<file path="src/rtl/apb_wait_slave.sv">
// apb_wait_slave: APB3 completer holding four student-info registers, a
// read-only STATUS word (write/read completion counters) and a read-only ID.
// Every transfer is stretched by WAIT_STATES access cycles before PREADY.
//
// Ports:
//   PCLK     clock, rising edge
//   PRESET   asynchronous active-low reset
//   PSEL     completer select
//   PENABLE  access-phase strobe
//   PWRITE   1 = write, 0 = read
//   PADDR    byte address (offset in [7:0], upper bits must be zero)
//   PWDATA   write data, sampled in the setup phase
//   PSTRB    byte-lane write strobes (only with APB_WAIT_SLAVE_PSTRB_EN)
//   PRDATA   read data, non-zero only on an error-free read completion
//   PREADY   transfer completes this cycle
//   PSLVERR  transfer error, qualified by PREADY
//
// Optional feature macro: APB_WAIT_SLAVE_PSTRB_EN adds the PSTRB port.
// Default build has no PSTRB and every write updates the full word.
//
// Map: 0x00 number_in_group, 0x04 date, 0x08 surname, 0x0C name (RW),
//      0x10 STATUS {rd_cnt, wr_cnt} (RO), 0x14 ID (RO).

module apb_wait_slave #(
    parameter int unsigned ADDR_W      = 32,
    parameter int unsigned WAIT_STATES = 1,
    parameter logic [31:0] ID_VALUE    = 32'hA9B0_0001
) (
    input  logic              PCLK,
    input  logic              PRESET,
    input  logic              PSEL,
    input  logic              PENABLE,
    input  logic              PWRITE,
    input  logic [ADDR_W-1:0] PADDR,
    input  logic [31:0]       PWDATA,
`ifdef APB_WAIT_SLAVE_PSTRB_EN
    input  logic [3:0]        PSTRB,
`endif
    output logic [31:0]       PRDATA,
    output logic              PREADY,
    output logic              PSLVERR
);

    localparam int unsigned DATA_W = 32;
    localparam int unsigned STRB_W = 4;
    localparam int unsigned CNT_W  = 16;
    localparam int unsigned WAIT_W = 4;
    localparam int unsigned NUM_RW = 4;

    typedef enum logic {
        ST_IDLE,
        ST_ACCESS
    } state_t;

    state_t              state;
    logic [WAIT_W-1:0]   wait_cnt;
    logic [ADDR_W-1:0]   lat_addr;
    logic                lat_write;
    logic [DATA_W-1:0]   lat_wdata;
    logic [STRB_W-1:0]   lat_strb;
    logic [DATA_W-1:0]   rw_reg [NUM_RW];
    logic [CNT_W-1:0]    wr_cnt;
    logic [CNT_W-1:0]    rd_cnt;
    logic                ready_q;
    logic                err_q;
    logic [DATA_W-1:0]   rdata_q;

    // Strobes seen on the bus; without the feature every lane is written.
    logic [STRB_W-1:0]   bus_strb;
`ifdef APB_WAIT_SLAVE_PSTRB_EN
    assign bus_strb = PSTRB;
`else
    assign bus_strb = {STRB_W{1'b1}};
`endif

    // Decode source: bus inputs while accepting a setup phase (zero-wait
    // case), latched transfer otherwise.
    logic [ADDR_W-1:0]   dec_addr;
    logic                dec_write;
    logic [7:0]          dec_off;
    logic                dec_err;
    logic [DATA_W-1:0]   dec_rdata;
    logic [DATA_W-1:0]   rdata_next;
`ifdef APB_WAIT_SLAVE_PSTRB_EN
    logic [STRB_W-1:0]   dec_strb;
`endif

    always_comb begin
        dec_addr  = lat_addr;
        dec_write = lat_write;
`ifdef APB_WAIT_SLAVE_PSTRB_EN
        dec_strb  = lat_strb;
`endif
        if (state == ST_IDLE) begin
            dec_addr  = PADDR;
            dec_write = PWRITE;
`ifdef APB_WAIT_SLAVE_PSTRB_EN
            dec_strb  = bus_strb;
`endif
        end

        dec_off = dec_addr[7:0];

        dec_err = 1'b0;
        if ((dec_addr >> 8) != '0) begin
            dec_err = 1'b1;
        end
        if (dec_off[1:0] != 2'b00) begin
            dec_err = 1'b1;
        end
        if (dec_off > 8'h14) begin
            dec_err = 1'b1;
        end
        if (dec_write && (dec_off >= 8'h10)) begin
            dec_err = 1'b1;
        end
`ifdef APB_WAIT_SLAVE_PSTRB_EN
        if (!dec_write && (dec_strb != '0)) begin
            dec_err = 1'b1;
        end
`endif

        dec_rdata = '0;
        case (dec_off[4:2])
            3'd0, 3'd1, 3'd2, 3'd3: dec_rdata = rw_reg[dec_off[3:2]];
            3'd4:                   dec_rdata = {rd_cnt, wr_cnt};
            3'd5:                   dec_rdata = ID_VALUE;
            default:                dec_rdata = '0;
        endcase

        rdata_next = (!dec_write && !dec_err) ? dec_rdata : '0;
    end

    // Byte-lane merge of latched write data into the old register value.
    function automatic logic [DATA_W-1:0] merge_bytes(
        input logic [DATA_W-1:0] old_val,
        input logic [DATA_W-1:0] new_val,
        input logic [STRB_W-1:0] strb
    );
        logic [DATA_W-1:0] res;
        res = old_val;
        for (int b = 0; b < int'(STRB_W); b++) begin
            if (strb[b]) begin
                res[8*b +: 8] = new_val[8*b +: 8];
            end
        end
        return res;
    endfunction

    // Transfer FSM, register file, counters and registered bus outputs.
    always_ff @(posedge PCLK or negedge PRESET) begin
        if (!PRESET) begin
            state     <= ST_IDLE;
            wait_cnt  <= '0;
            lat_addr  <= '0;
            lat_write <= 1'b0;
            lat_wdata <= '0;
            lat_strb  <= '0;
            for (int unsigned i = 0; i < NUM_RW; i++) begin
                rw_reg[i] <= '0;
            end
            wr_cnt    <= '0;
            rd_cnt    <= '0;
            ready_q   <= 1'b0;
            err_q     <= 1'b0;
            rdata_q   <= '0;
        end else begin
            case (state)
                ST_IDLE: begin
                    ready_q <= 1'b0;
                    err_q   <= 1'b0;
                    rdata_q <= '0;
                    // PENABLE without a prior setup phase is ignored here.
                    if (PSEL && !PENABLE) begin
                        lat_addr  <= PADDR;
                        lat_write <= PWRITE;
                        lat_wdata <= PWDATA;
                        lat_strb  <= bus_strb;
                        wait_cnt  <= WAIT_W'(WAIT_STATES);
                        state     <= ST_ACCESS;
                        if (WAIT_STATES == 0) begin
                            ready_q <= 1'b1;
                            err_q   <= dec_err;
                            rdata_q <= rdata_next;
                        end
                    end
                end

                ST_ACCESS: begin
                    if (!PSEL) begin
                        // Abort: drop the transfer without side effects.
                        state   <= ST_IDLE;
                        ready_q <= 1'b0;
                        err_q   <= 1'b0;
                        rdata_q <= '0;
                    end else if (PENABLE) begin
                        if (ready_q) begin
                            if (!err_q) begin
                                if (lat_write) begin
                                    rw_reg[lat_addr[3:2]] <= merge_bytes(
                                        rw_reg[lat_addr[3:2]], lat_wdata, lat_strb);
                                    if (wr_cnt != {CNT_W{1'b1}}) begin
                                        wr_cnt <= wr_cnt + CNT_W'(1);
                                    end
                                end else begin
                                    if (rd_cnt != {CNT_W{1'b1}}) begin
                                        rd_cnt <= rd_cnt + CNT_W'(1);
                                    end
                                end
                            end
                            state   <= ST_IDLE;
                            ready_q <= 1'b0;
                            err_q   <= 1'b0;
                            rdata_q <= '0;
                        end else begin
                            wait_cnt <= wait_cnt - WAIT_W'(1);
                            // Last wait cycle: present the response next cycle.
                            if (wait_cnt == WAIT_W'(1)) begin
                                ready_q <= 1'b1;
                                err_q   <= dec_err;
                                rdata_q <= rdata_next;
                            end
                        end
                    end
                end

                default: begin
                    state   <= ST_IDLE;
                    ready_q <= 1'b0;
                    err_q   <= 1'b0;
                    rdata_q <= '0;
                end
            endcase
        end
    end

    assign PREADY  = ready_q;
    assign PSLVERR = err_q;
    assign PRDATA  = rdata_q;

endmodule

</file>
<file path="config.mk">
export PLATFORM = sky130hd
export DESIGN_NAME = apb_wait_slave
export DESIGN_NICKNAME = d
export VERILOG_FILES = /design/src/rtl/apb_wait_slave.sv
export SDC_FILE = /design/constraint.sdc
export NUM_CORES = 1
export LEC_CHECK = 0
export BUFFER_PORTS_ARGS = -buffer_cell sky130_fd_sc_hd__clkbuf_2
export CAP_MARGIN = 20
export CORE_UTILIZATION = 65
export CTS_BUF_LIST = sky130_fd_sc_hd__clkbuf_16
export DETAILED_ROUTE_END_ITERATION = 10
export PLACE_DENSITY = 0.95
export SLEW_MARGIN = 40
export SYNTH_ARGS = -nofsm -noshare
export SYNTH_HDL_FRONTEND = slang
export SYNTH_SLANG_ARGS = --single-unit
</file>
<file path="constraint.sdc">
create_clock -name PCLK -period 5.88 [get_ports PCLK]
set_clock_uncertainty 0.2 [all_clocks]
set_input_delay 0.588 -clock PCLK [delete_from_list [all_inputs] [get_ports PCLK]]
set_output_delay 0.588 -clock PCLK [all_outputs]
set_load 0.1 [all_outputs]
</file>
# Word level (Yosys, flattened, before mapping)
# Cells that the tools add are included.
# classes
muxes	70
bitwise_logic	5
eq_ne	14
n_reduce_logical	17
order_cmp	5
n_addsub	3
# ops
cell	n
two-way mux 32 bit	11
two-way mux 8 bit	28
binary-select mux 32 bit (select 2 bit)	2
bitwise mux 128 bit	1
one-hot mux 32 bit (3 select lines)	1
demux 32 bit (select 2 bit)	1
one-hot mux 32 bit (2 select lines)	1
adder 16 x 1 -> 16 bit (second input constant)	2
!= test 16 bit (second input constant)	2
nonzero test 32 bit	1
two-way mux 1 bit	17
two-way mux 4 bit	4
AND reduction 7 bit	2
>= comparator 8 x 5 -> 1 bit (second input constant)	1
greater-than comparator 8 x 5 -> 1 bit (second input constant)	1
one-hot mux 4 bit (2 select lines)	1
equality test 3 x 2 -> 1 bit (second input constant)	2
equality test 3 bit (second input constant)	2
>= comparator 3 bit (second input constant)	2
!= test 2 bit (second input constant)	3
inverter 2 -> 3 bit	2
one-hot mux 1 bit (2 select lines)	3
AND reduction 6 bit	1
equality test 4 x 1 -> 1 bit (second input constant)	1
14 further kinds	22
# word_totals
ff_bits	265
elab_cells	129
inputBits	69

# Logic depth before layout (Yosys ltp)
# Gate-level depths: netlist of run 1.
# logic_depth
depth_word	14
ltp_mapped	9
depth_no_buf	7

# Least setup slack after synthesis of run 1
# Ideal clock, no wire load.
# synth_path
path_kind	register -> register
from	register ready_q (netlist: PREADY)
to	register rw_reg[104] in the netlist's numbering
path_buffers	2
setup_time_ns	0.132
t_arrival_ns	2.121
period_less_slack_ns	2.453
required_time_ns	5.548
path_slack_ns	3.427
stages_incl_launch_ff	8
cell_sequence	dfrtp_1 and2b_1 nand3_2 or3_1 buf_2 buf_2 nand2_1 o21ai_0
# synth_between
elab_chain_len	1
# synth_lines
element	line_no	text
start, declared	64	logic ready_q;
start signal, assigned	164	ready_q <= 1'b0;
start signal, assigned	170	ready_q <= 1'b0;
start signal, assigned	182	ready_q <= 1'b1;
AND reduction 6 bit (no line)	-	
end signal, assigned by index	200	rw_reg[lat_addr[3:2]] <= merge_bytes(
end, declared	61	logic [DATA_W-1:0] rw_reg [NUM_RW];
# No other way between the ends.
# A chain may end at the register's enable or synchronous reset.

# Worst setup path in the final report of run 1
# layout_path
from	register lat_addr[2]
to	register rdata_q[31] (netlist: PRDATA[31])
# layout_between
elab_chain_len	12
word_cells_on_any_way	26
# layout_lines
element	line_no	text
start, declared	57	logic [ADDR_W-1:0] lat_addr;
two-way mux 32 bit (*)	94	if (state == ST_IDLE) begin
greater-than comparator 8 x 5 -> 1 bit, or another cell as far along	111	if (dec_off > 8'h14) begin
two-way mux 1 bit, or another cell as far along	111	
two-way mux 1 bit or two-way mux 32 bit (tied branches)	114, 125	
zero test 1 bit or two-way mux 32 bit (tied branches)	131, 125	
logical AND 1 bit or one-hot mux 32 bit (3 select lines) (tied branches)	131, 124	
two-way mux 32 bit (*)	131	rdata_next = (!dec_write && !dec_err) ? dec_rdata : '0;
two-way mux 32 bit (*)	218	if (wait_cnt == WAIT_W'(1)) begin
two-way mux 32 bit (*)	197	if (ready_q) begin
two-way mux 32 bit (*)	196	end else if (PENABLE) begin
two-way mux 32 bit (*)	190	if (!PSEL) begin
one-hot mux 32 bit (2 select lines) (*)	168	case (state)
end signal, assigned	184	rdata_q <= rdata_next;
end signal, assigned	221	rdata_q <= rdata_next;
end, declared	66	logic [DATA_W-1:0] rdata_q;
# Every way passes the cells marked *; elsewhere a longest branch is shown, timed or not. The select of a mux whose other input is x is not followed.

==> reports/qor.csv, run 1 <==
stage;metric;value;unit
sta;min cycle time layout;3.00;ns
logic_synthesis;yosys synthesis warning count;0;
critical_path;biggest cell delay along the critical path;0.76;ns
floorplanning;die height;142;um
sta;post-route clock period utilization;51.0;%
critical_path;Data arrival, critical path;3.23;ns
layout;share of the core filled with cells in the final layout;73.9;%
global_route;vias in the first global route;10841;
clocking;clock latency on the worst-skew pair;0.55;ns
critical_path;capturing element type of the critical path;register;
clocking;maximum count of clock buffers along a single path;3;
critical_path;CP required;6.11;ns
global_route;final global-route overflow total;0;
clocking;Post-CTS Resized;0;
routing;remaining design rule violation count;0;
logic_synthesis;Synth Register Bits;265;
logic_synthesis;number of synthesized flops with an enable pin;0;
global_route;largest net degree at the start of global routing;151;
global_route;first-pass GRT wire length;54500;um
routing;number of detailed-routing iterations run before antenna repair;8;
placement;total cell area at the placement stage;13400;um2
floorplanning;Die Wd;142;um
clocking;# Post-CTS Setup Buffers;0;
placement;placer congestion estimate;0.815;
critical_path;Worst Path Max Fanout;56;
logic_synthesis;Post-Synthesis Cell Area;12800;um2
routing;drt via density;6.65;
clocking;clock sink count;265;
floorplanning;standard-cell rows;51;
floorplanning;standard cell core area;19400;um2
placement;placed cell count;1544;
sta;minimum setup slack in the final design;2.88;ns
critical_path;startpoint kind of the worst setup timing path;register;
layout;fraction of final layout cells with drive strength greater than 1;21.8;%
placement;HPWL after detailed placement;19600;um
sta;slew margin rel.;45.5;%
clocking;clock tree root driver cell;sky130_fd_sc_hd__clkbuf_16;
layout;signed area change from the synthesized netlist to the final layout;11.8;%
clocking;CTS Buf Count;28;
clocking;CTS tree;built;
critical_path;family with the most delay on the worst path;flip-flops;
sta;final number of max-transition violations;0;
critical_path;worst-path cell with the longest stage delay;sky130_fd_sc_hd__dfrtp_4;
sta;Achievable Freq;0.333;GHz
sta;unrepaired setup endpoints after global routing;false;
worst_hold_path;worst hold path type;in -> reg;
critical_path;Worst Setup Path Type;reg -> reg;
placement;Port-buffer cells;102;
sta;number of failing hold endpoints at the final stage;0;
power_and_ir_drop;switching part of the total power;28.1;%
routing;sum of routed wire segments on met1;12100;um
layout;number of inserted diodes;0;
routing;amount of wire on met3 after detailed routing;3380;um
layout;number of flip-flops under the largest register name;128;
layout;Final Non-Filler Cells;1598;
power_and_ir_drop;clock share of power;38.9;%
power_and_ir_drop;Sequential Power Share;47.8;%
clocking;number of levels in the clock H-tree;1;
layout;count of nets after finishing;1385;
power_and_ir_drop;power density cells;301;nW/um2
logic_synthesis;share of flip-flops with an asynchronous set or reset;100;%
power_and_ir_drop;fraction of power consumed by combinational cells;13.3;%
sta;final-layout setup total negative slack;0;ns
logic_synthesis;largest area contributor in the netlist;sky130_fd_sc_hd__dfrtp_1;
floorplanning;initial cell density of the core;66.1;%
power_and_ir_drop;highest ir drop seen on vdd;0.221;mV
power_and_ir_drop;Net Switching;1.21;mW
logic_synthesis;sequential cell area fraction in the yosys report;51.7;%
global_route;global-route usage over all layers;34.5;%
routing;First DRT Iteration DRCs;1174;
routing;top routing layer in use;met4;
logic_synthesis;net count after synthesis;1323;
critical_path;chain of cells forming the critical path;buf_4, mux2_4, nand2_1, nand3_1, o311ai_0, o21ai_0;
floorplanning;IO Count;103;
routing;antenna violation net count after detailed routing;0;
sta;Worst-Margin Slew;0.818;ns
logic_synthesis;area share of the largest cell type after synthesis;51.7;%
placement;pre-CTS setup slack;2.70;ns
power_and_ir_drop;internal portion of total power;3.10;mW
logic_synthesis;Synth cell types;59;
logic_synthesis;cell count after synthesis;1250;
power_and_ir_drop;static leakage;6.43;nW
routing;routed wire length;33800;um
sta;Setup violations, final;0;
logic_synthesis;leading cell types by count after synthesis;324 x sky130_fd_sc_hd__nand2_1, 265 x sky130_fd_sc_hd__dfrtp_1, 125 x sky130_fd_sc_hd__o21ai_0;
critical_path;worst path buffer plus inverter count;1;
logic_synthesis;library cell with the highest instance count after synthesis;sky130_fd_sc_hd__nand2_1;
layout;fill count;1236;
global_route;number of antenna violations at the first check in global routing;0;
layout;post-route cell area;14300;um2
clocking;clock transition at the registers of the reported paths;0.07;ns
logic_synthesis;Area contributors post-synth;sky130_fd_sc_hd__dfrtp_1 52%, sky130_fd_sc_hd__nand2_1 9.5%, sky130_fd_sc_hd__mux2_2 6.1%, sky130_fd_sc_hd__mux4_2 5.6%, sky130_fd_sc_hd__o21ai_0 4.9%;
job;max capacitance violation total;0;
routing;wire length per cell;21.2;um
floorplanning;floorplan die area;20300;um2
logic_synthesis;average cell area after synthesis;10.3;um2
logic_synthesis;most used flip-flop cell after synthesis;sky130_fd_sc_hd__dfrtp_1;
outcome;status;finished, final reports clean;
routing;total via count in the routed design;10620;
routing;Met2 Wirelength;16500;um
[what timing repair did]
action                                 in CTS  in global routing
setup endpoints to repair                   0                  0
endpoints found under the hold margin     115                  0
hold buffers                                1                  0
[layout by cell type (no fill, tap or decap), types with 3 or more instances in the layout]
| master | instances |
|---|---|
| sky130_fd_sc_hd__xnor2_1 | 17 |
| sky130_fd_sc_hd__o21a_1 | 3 |
| sky130_fd_sc_hd__o21ai_2 | 4 |
| sky130_fd_sc_hd__nand2_1 | 324 |
| sky130_fd_sc_hd__mux4_2 | 32 |
| sky130_fd_sc_hd__o21ai_0 | 125 |
| sky130_fd_sc_hd__clkinv_2 | 5 |
| sky130_fd_sc_hd__ha_1 | 4 |
| sky130_fd_sc_hd__dfrtp_1 | 262 |
| sky130_fd_sc_hd__nor2_1 | 18 |
| sky130_fd_sc_hd__a21oi_1 | 49 |
| sky130_fd_sc_hd__xor2_1 | 12 |
| sky130_fd_sc_hd__buf_4 | 13 |
| sky130_fd_sc_hd__buf_8 | 3 |
| sky130_fd_sc_hd__o21ai_1 | 33 |
| sky130_fd_sc_hd__inv_1 | 9 |
| sky130_fd_sc_hd__nand3_1 | 46 |
| sky130_fd_sc_hd__clkbuf_16 | 29 |
| sky130_fd_sc_hd__clkinv_1 | 7 |
| sky130_fd_sc_hd__mux2i_1 | 35 |
| sky130_fd_sc_hd__o311ai_0 | 8 |
| sky130_fd_sc_hd__clkinvlp_4 | 3 |
| sky130_fd_sc_hd__nor3_1 | 9 |
| sky130_fd_sc_hd__and3_1 | 4 |
| sky130_fd_sc_hd__nor4_1 | 8 |
| sky130_fd_sc_hd__clkbuf_2 | 101 |
| sky130_fd_sc_hd__mux2_2 | 69 |
| sky130_fd_sc_hd__nand4_1 | 11 |
| sky130_fd_sc_hd__o22ai_1 | 33 |
| sky130_fd_sc_hd__and2_1 | 3 |
[cells by family after synthesis]
group / count (synthesis) / share of synthesized area (%)
mux: 140 / 14.9
buf+inv: 94 / 3.66
fa+ha+maj: 4 / 0.390
xor+xnor: 29 / 1.98
flops: 265 / 51.7
simple gates: 453 / 15.7
compound gates: 265 / 11.7
[layout make-up]
cell class / instances / area [um2] / share of cell area, %
sequential: 265 / 6640 / 46.3
multi-input combinational: 891 / 5750 / 40.1
timing repair buffer: 122 / 744 / 5.19
clock buffer: 29 / 726 / 5.06
tap: 265 / 332 / 2.31
clock inverter: 22 / 131 / 0.916
inverter: 4 / 15.0 / 0.105
[per-stage QoR]
step | hold WS [ns] | power (mW)
detailed placement | 0.283 | 2.64
global placement | 0.271 | 2.60
CTS | 0.0584 | 4.29
floorplan | 0.0924 | 2.45
finish | 0.0655 | 4.32
global route | 0.0651 | 4.45
[routing by layer]
layer | GRT usage (%) | vias up
li1 | - | 4508
met1 | 43.4 | 5145
met4 | 19.7 | 0
met3 | 6.59 | 197
met5 | 0 | -
met2 | 56.4 | 770
[path summary, 6_finish.rpt]
path,from,endpoint,slack (ns),cells past startpoint
worst min-delay path,PWDATA[7],lat_wdata[7]$_DFFE_PN0P_,0.07,2
worst max register to register,lat_addr[2]$_DFFE_PN0P_,PRDATA[31]$_DFFE_PN0P_,2.88,6
max in group asynchronous,PRESET,rw_reg[17]$_DFFE_PN0P_,3.98,4
min in group asynchronous,PRESET,lat_addr[27]$_DFFE_PN0P_,0.32,2
worst min register to register,PRDATA[13]$_DFFE_PN0P_,PRDATA[13]$_DFFE_PN0P_,0.30,2
worst max-delay path,lat_addr[2]$_DFFE_PN0P_,PRDATA[31]$_DFFE_PN0P_,2.88,6
[power by group through the flow]
stage / Combinational [mW] / Sequential [mW] / Clock [mW]
6_report: 0.575 / 2.06 / 1.68
5_1_grt: 0.621 / 2.08 / 1.75
4_1_cts: 0.561 / 2.06 / 1.67
3_5_place_dp: 0.550 / 2.09 / 0
3_3_place_gp: 0.521 / 2.08 / 0
2_1_floorplan: 0.410 / 2.04 / 0
(Power assumes the default switching activity.)
==> run 2, diff against run 1 <==
- CORE_UTILIZATION: 65 -> 54
- PLACE_DENSITY: 0.95 -> 0.87
- clock period: 5.88 -> 2.47 ns (I/O delays scaled with it)
==> reports/qor.csv, run 2 (synthesis results as in run 1) <==
stage;metric;value;unit;change
sta;Setup violations, final;0;;unchanged
sta;final-layout setup total negative slack;0;ns;unchanged
critical_path;family with the most delay on the worst path;simple AND/OR/NAND/NOR gates;;
sta;minimum setup slack in the final design;0.145;ns;-2.73 ns
floorplanning;standard cell core area;23400;um2;+21%
critical_path;Data arrival, critical path;2.58;ns;-0.65 ns
power_and_ir_drop;internal portion of total power;7.38;mW;+140%
floorplanning;standard-cell rows;56;;+9.8%
job;max capacitance violation total;0;;unchanged
layout;commonest non-fill, non-tap cells in the layout;324 x sky130_fd_sc_hd__nand2_1, 262 x sky130_fd_sc_hd__dfrtp_1, 125 x sky130_fd_sc_hd__o21ai_0;;
routing;routed wire length;34900;um;+3.2%
global_route;number of antenna violations at the first check in global routing;4;;+4
placement;pre-CTS setup slack;0.156;ns;-2.55 ns
routing;number of detailed-routing iterations run before antenna repair;5;;-3
sta;post-route clock period utilization;94.1;%;+43 points
critical_path;worst path buffer plus inverter count;2;;+1
global_route;global-route usage over all layers;29.4;%;-5.2 points
layout;count of nets after finishing;1470;;+6.1%
critical_path;capturing element type of the critical path;register;;
clocking;clock sink count;265;;unchanged
power_and_ir_drop;clock share of power;36.9;%;-2.0 points
sta;Worst-Margin Slew;0.614;ns;-0.204 ns
layout;most frequent standard cell in the layout excluding fill and tap cells;sky130_fd_sc_hd__nand2_1;;
global_route;final global-route overflow total;0;;unchanged
critical_path;critical path depth in cells;7;;+1
floorplanning;floorplan die area;24400;um2;+20%
global_route;vias in the first global route;10946;;+0.97%
critical_path;biggest cell delay along the critical path;0.49;ns;-0.27 ns
layout;number of flip-flops under the largest register name;128;;unchanged
routing;total via count in the routed design;10720;;+0.94%
sta;min cycle time layout;2.32;ns;-0.676 ns
power_and_ir_drop;Net Switching;2.82;mW;+130%
power_and_ir_drop;power density cells;669;nW/um2;+120%
power_and_ir_drop;Sequential Power Share;47.7;%;about the same
sta;slew margin rel.;59.1;%;+14 points
critical_path;worst-case reg-to-reg path depth;7;;+1
critical_path;Worst Path Max Fanout;32;;-43%
worst_hold_path;worst hold path type;in -> async;;
layout;fraction of final layout cells with drive strength greater than 1;21.3;%;-0.41 points
clocking;CTS tree;built;;
clocking;CTS Buf Count;28;;unchanged
routing;First DRT Iteration DRCs;1139;;-3.0%
critical_path;chain of cells forming the critical path;buf_4, nor4_2, nand4_1, nor4_4, o2111ai_4, buf_12, o21ai_1;;
power_and_ir_drop;fraction of power consumed by combinational cells;15.4;%;+2.1 points
sta;final number of max-transition violations;0;;unchanged
clocking;clock transition at the registers of the reported paths;0.06;ns;about the same
placement;Port-buffer cells;102;;unchanged
routing;drt via density;6.17;;-7.2%
routing;remaining design rule violation count;0;;unchanged
critical_path;startpoint of the most critical register-to-register path;state$_DFF_PN0_;;
power_and_ir_drop;switching part of the total power;27.6;%;-0.40 points
sta;Achievable Freq;0.430;GHz;+29%
critical_path;CP required;2.73;ns;-3.38 ns
layout;signed area change from the synthesized netlist to the final layout;19.0;%;
outcome;status;finished, final reports clean;;
clocking;maximum count of clock buffers along a single path;3;;unchanged
floorplanning;initial cell density of the core;54.8;%;-11 points
placement;HPWL after detailed placement;20200;um;+2.9%
layout;multi-input logic area;5750;um2;-0.13%
routing;wire length per cell;20.1;um;-5.1%
floorplanning;die height;156;um;+9.6%
global_route;largest net degree at the start of global routing;97;;-36%
floorplanning;IO Count;103;;unchanged
power_and_ir_drop;static leakage;6.83;nW;+6.2%
sta;number of failing hold endpoints at the final stage;0;;unchanged
global_route;first-pass GRT wire length;56100;um;+3.0%
critical_path;Worst Setup Path Type;reg -> reg;;
power_and_ir_drop;highest ir drop seen on vdd;0.511;mV;+130%
clocking;clock tree root driver cell;sky130_fd_sc_hd__clkbuf_16;;
critical_path;startpoint kind of the worst setup timing path;register;;
clocking;number of levels in the clock H-tree;1;;unchanged
critical_path;worst-path cell with the longest stage delay;sky130_fd_sc_hd__dfrtp_2;;
clocking;clock latency on the worst-skew pair;0.55;ns;about the same
layout;fill count;1663;;+35%
routing;antenna violation net count after detailed routing;0;;unchanged
placement;placer congestion estimate;0.805;;-1.3%
floorplanning;Die Wd;156;um;+9.6%
layout;storage element area;6640;um2;about the same
critical_path;critical path startpoint;state$_DFF_PN0_;;
run 2: cell count changes in the layout (fill, tap and decap cells not counted), moves of 3 or more:
cell,change
sky130_fd_sc_hd__buf_12,+12
sky130_fd_sc_hd__inv_1,+5
sky130_fd_sc_hd__buf_4,+10
sky130_fd_sc_hd__diode_2,+4
sky130_fd_sc_hd__dlygate4sd3_1,+68
sky130_fd_sc_hd__clkinv_1,-3
run 2: power groups by stage:
stage / clock network (mW) / registers [mW] / logic, mW
floorplan: 0 / 4.85 / 0.976
global placement: 0 / 4.90 / 1.39
detailed placement: 0 / 4.92 / 1.44
CTS: 3.80 / 4.85 / 1.55
global route: 3.96 / 4.89 / 1.70
finish: 3.77 / 4.87 / 1.57
run 2: layout make-up:
cell class,count,area share [%]
diodes,4,0.0656
clock buffers,29,4.76
clock inverters,19,0.525
inverters,4,0.0984
multi-input cells,891,37.7
flip-flops and latches,265,43.5
well taps,319,2.62
repair buffers,207,10.8
run 2: final timing paths:
path | to | slack, ns
setup / recovery | PRDATA[16]$_DFFE_PN0P_ | 0.15
min in group PCLK | lat_wdata[7]$_DFFE_PN0P_ | 0.27
setup reg to reg | PRDATA[16]$_DFFE_PN0P_ | 0.15
hold / removal | rw_reg[90]$_DFFE_PN0P_ | 0.09
max in group asynchronous | lat_wdata[3]$_DFFE_PN0P_ | 1.26
hold reg to reg | PRDATA[17]$_DFFE_PN0P_ | 0.29
run 2: repair_timing:
action,CTS,global route
hold buffers,69,0
setup endpoints to repair,0,2
buffers inserted,0,0
gates resized for setup,0,1
hold endpoints to repair,306,0
run 2: through the flow:
step / hold slack (ns) / area [um2] / util [%] / power [mW] / std cells
after floorplan: -0.249 / 12800 / - / 5.82 / 1250
after global placement: 0.0732 / 13700 / 58.7 / 6.30 / 1617
after detailed placement: 0.0790 / 13700 / 58.7 / 6.36 / 1617
after CTS: 0.107 / 15200 / 65.1 / 10.2 / 1734
after global routing: 0.143 / 15300 / 65.2 / 10.6 / 1738
final: 0.0880 / 15300 / 65.2 / 10.2 / 1738
run 2: layer usage:
layer	global-route usage, %	wire, um
met1	36.4	13200
met2	49.0	17200
met3	4.83	2600
met4	16.5	1900
met5	0	0
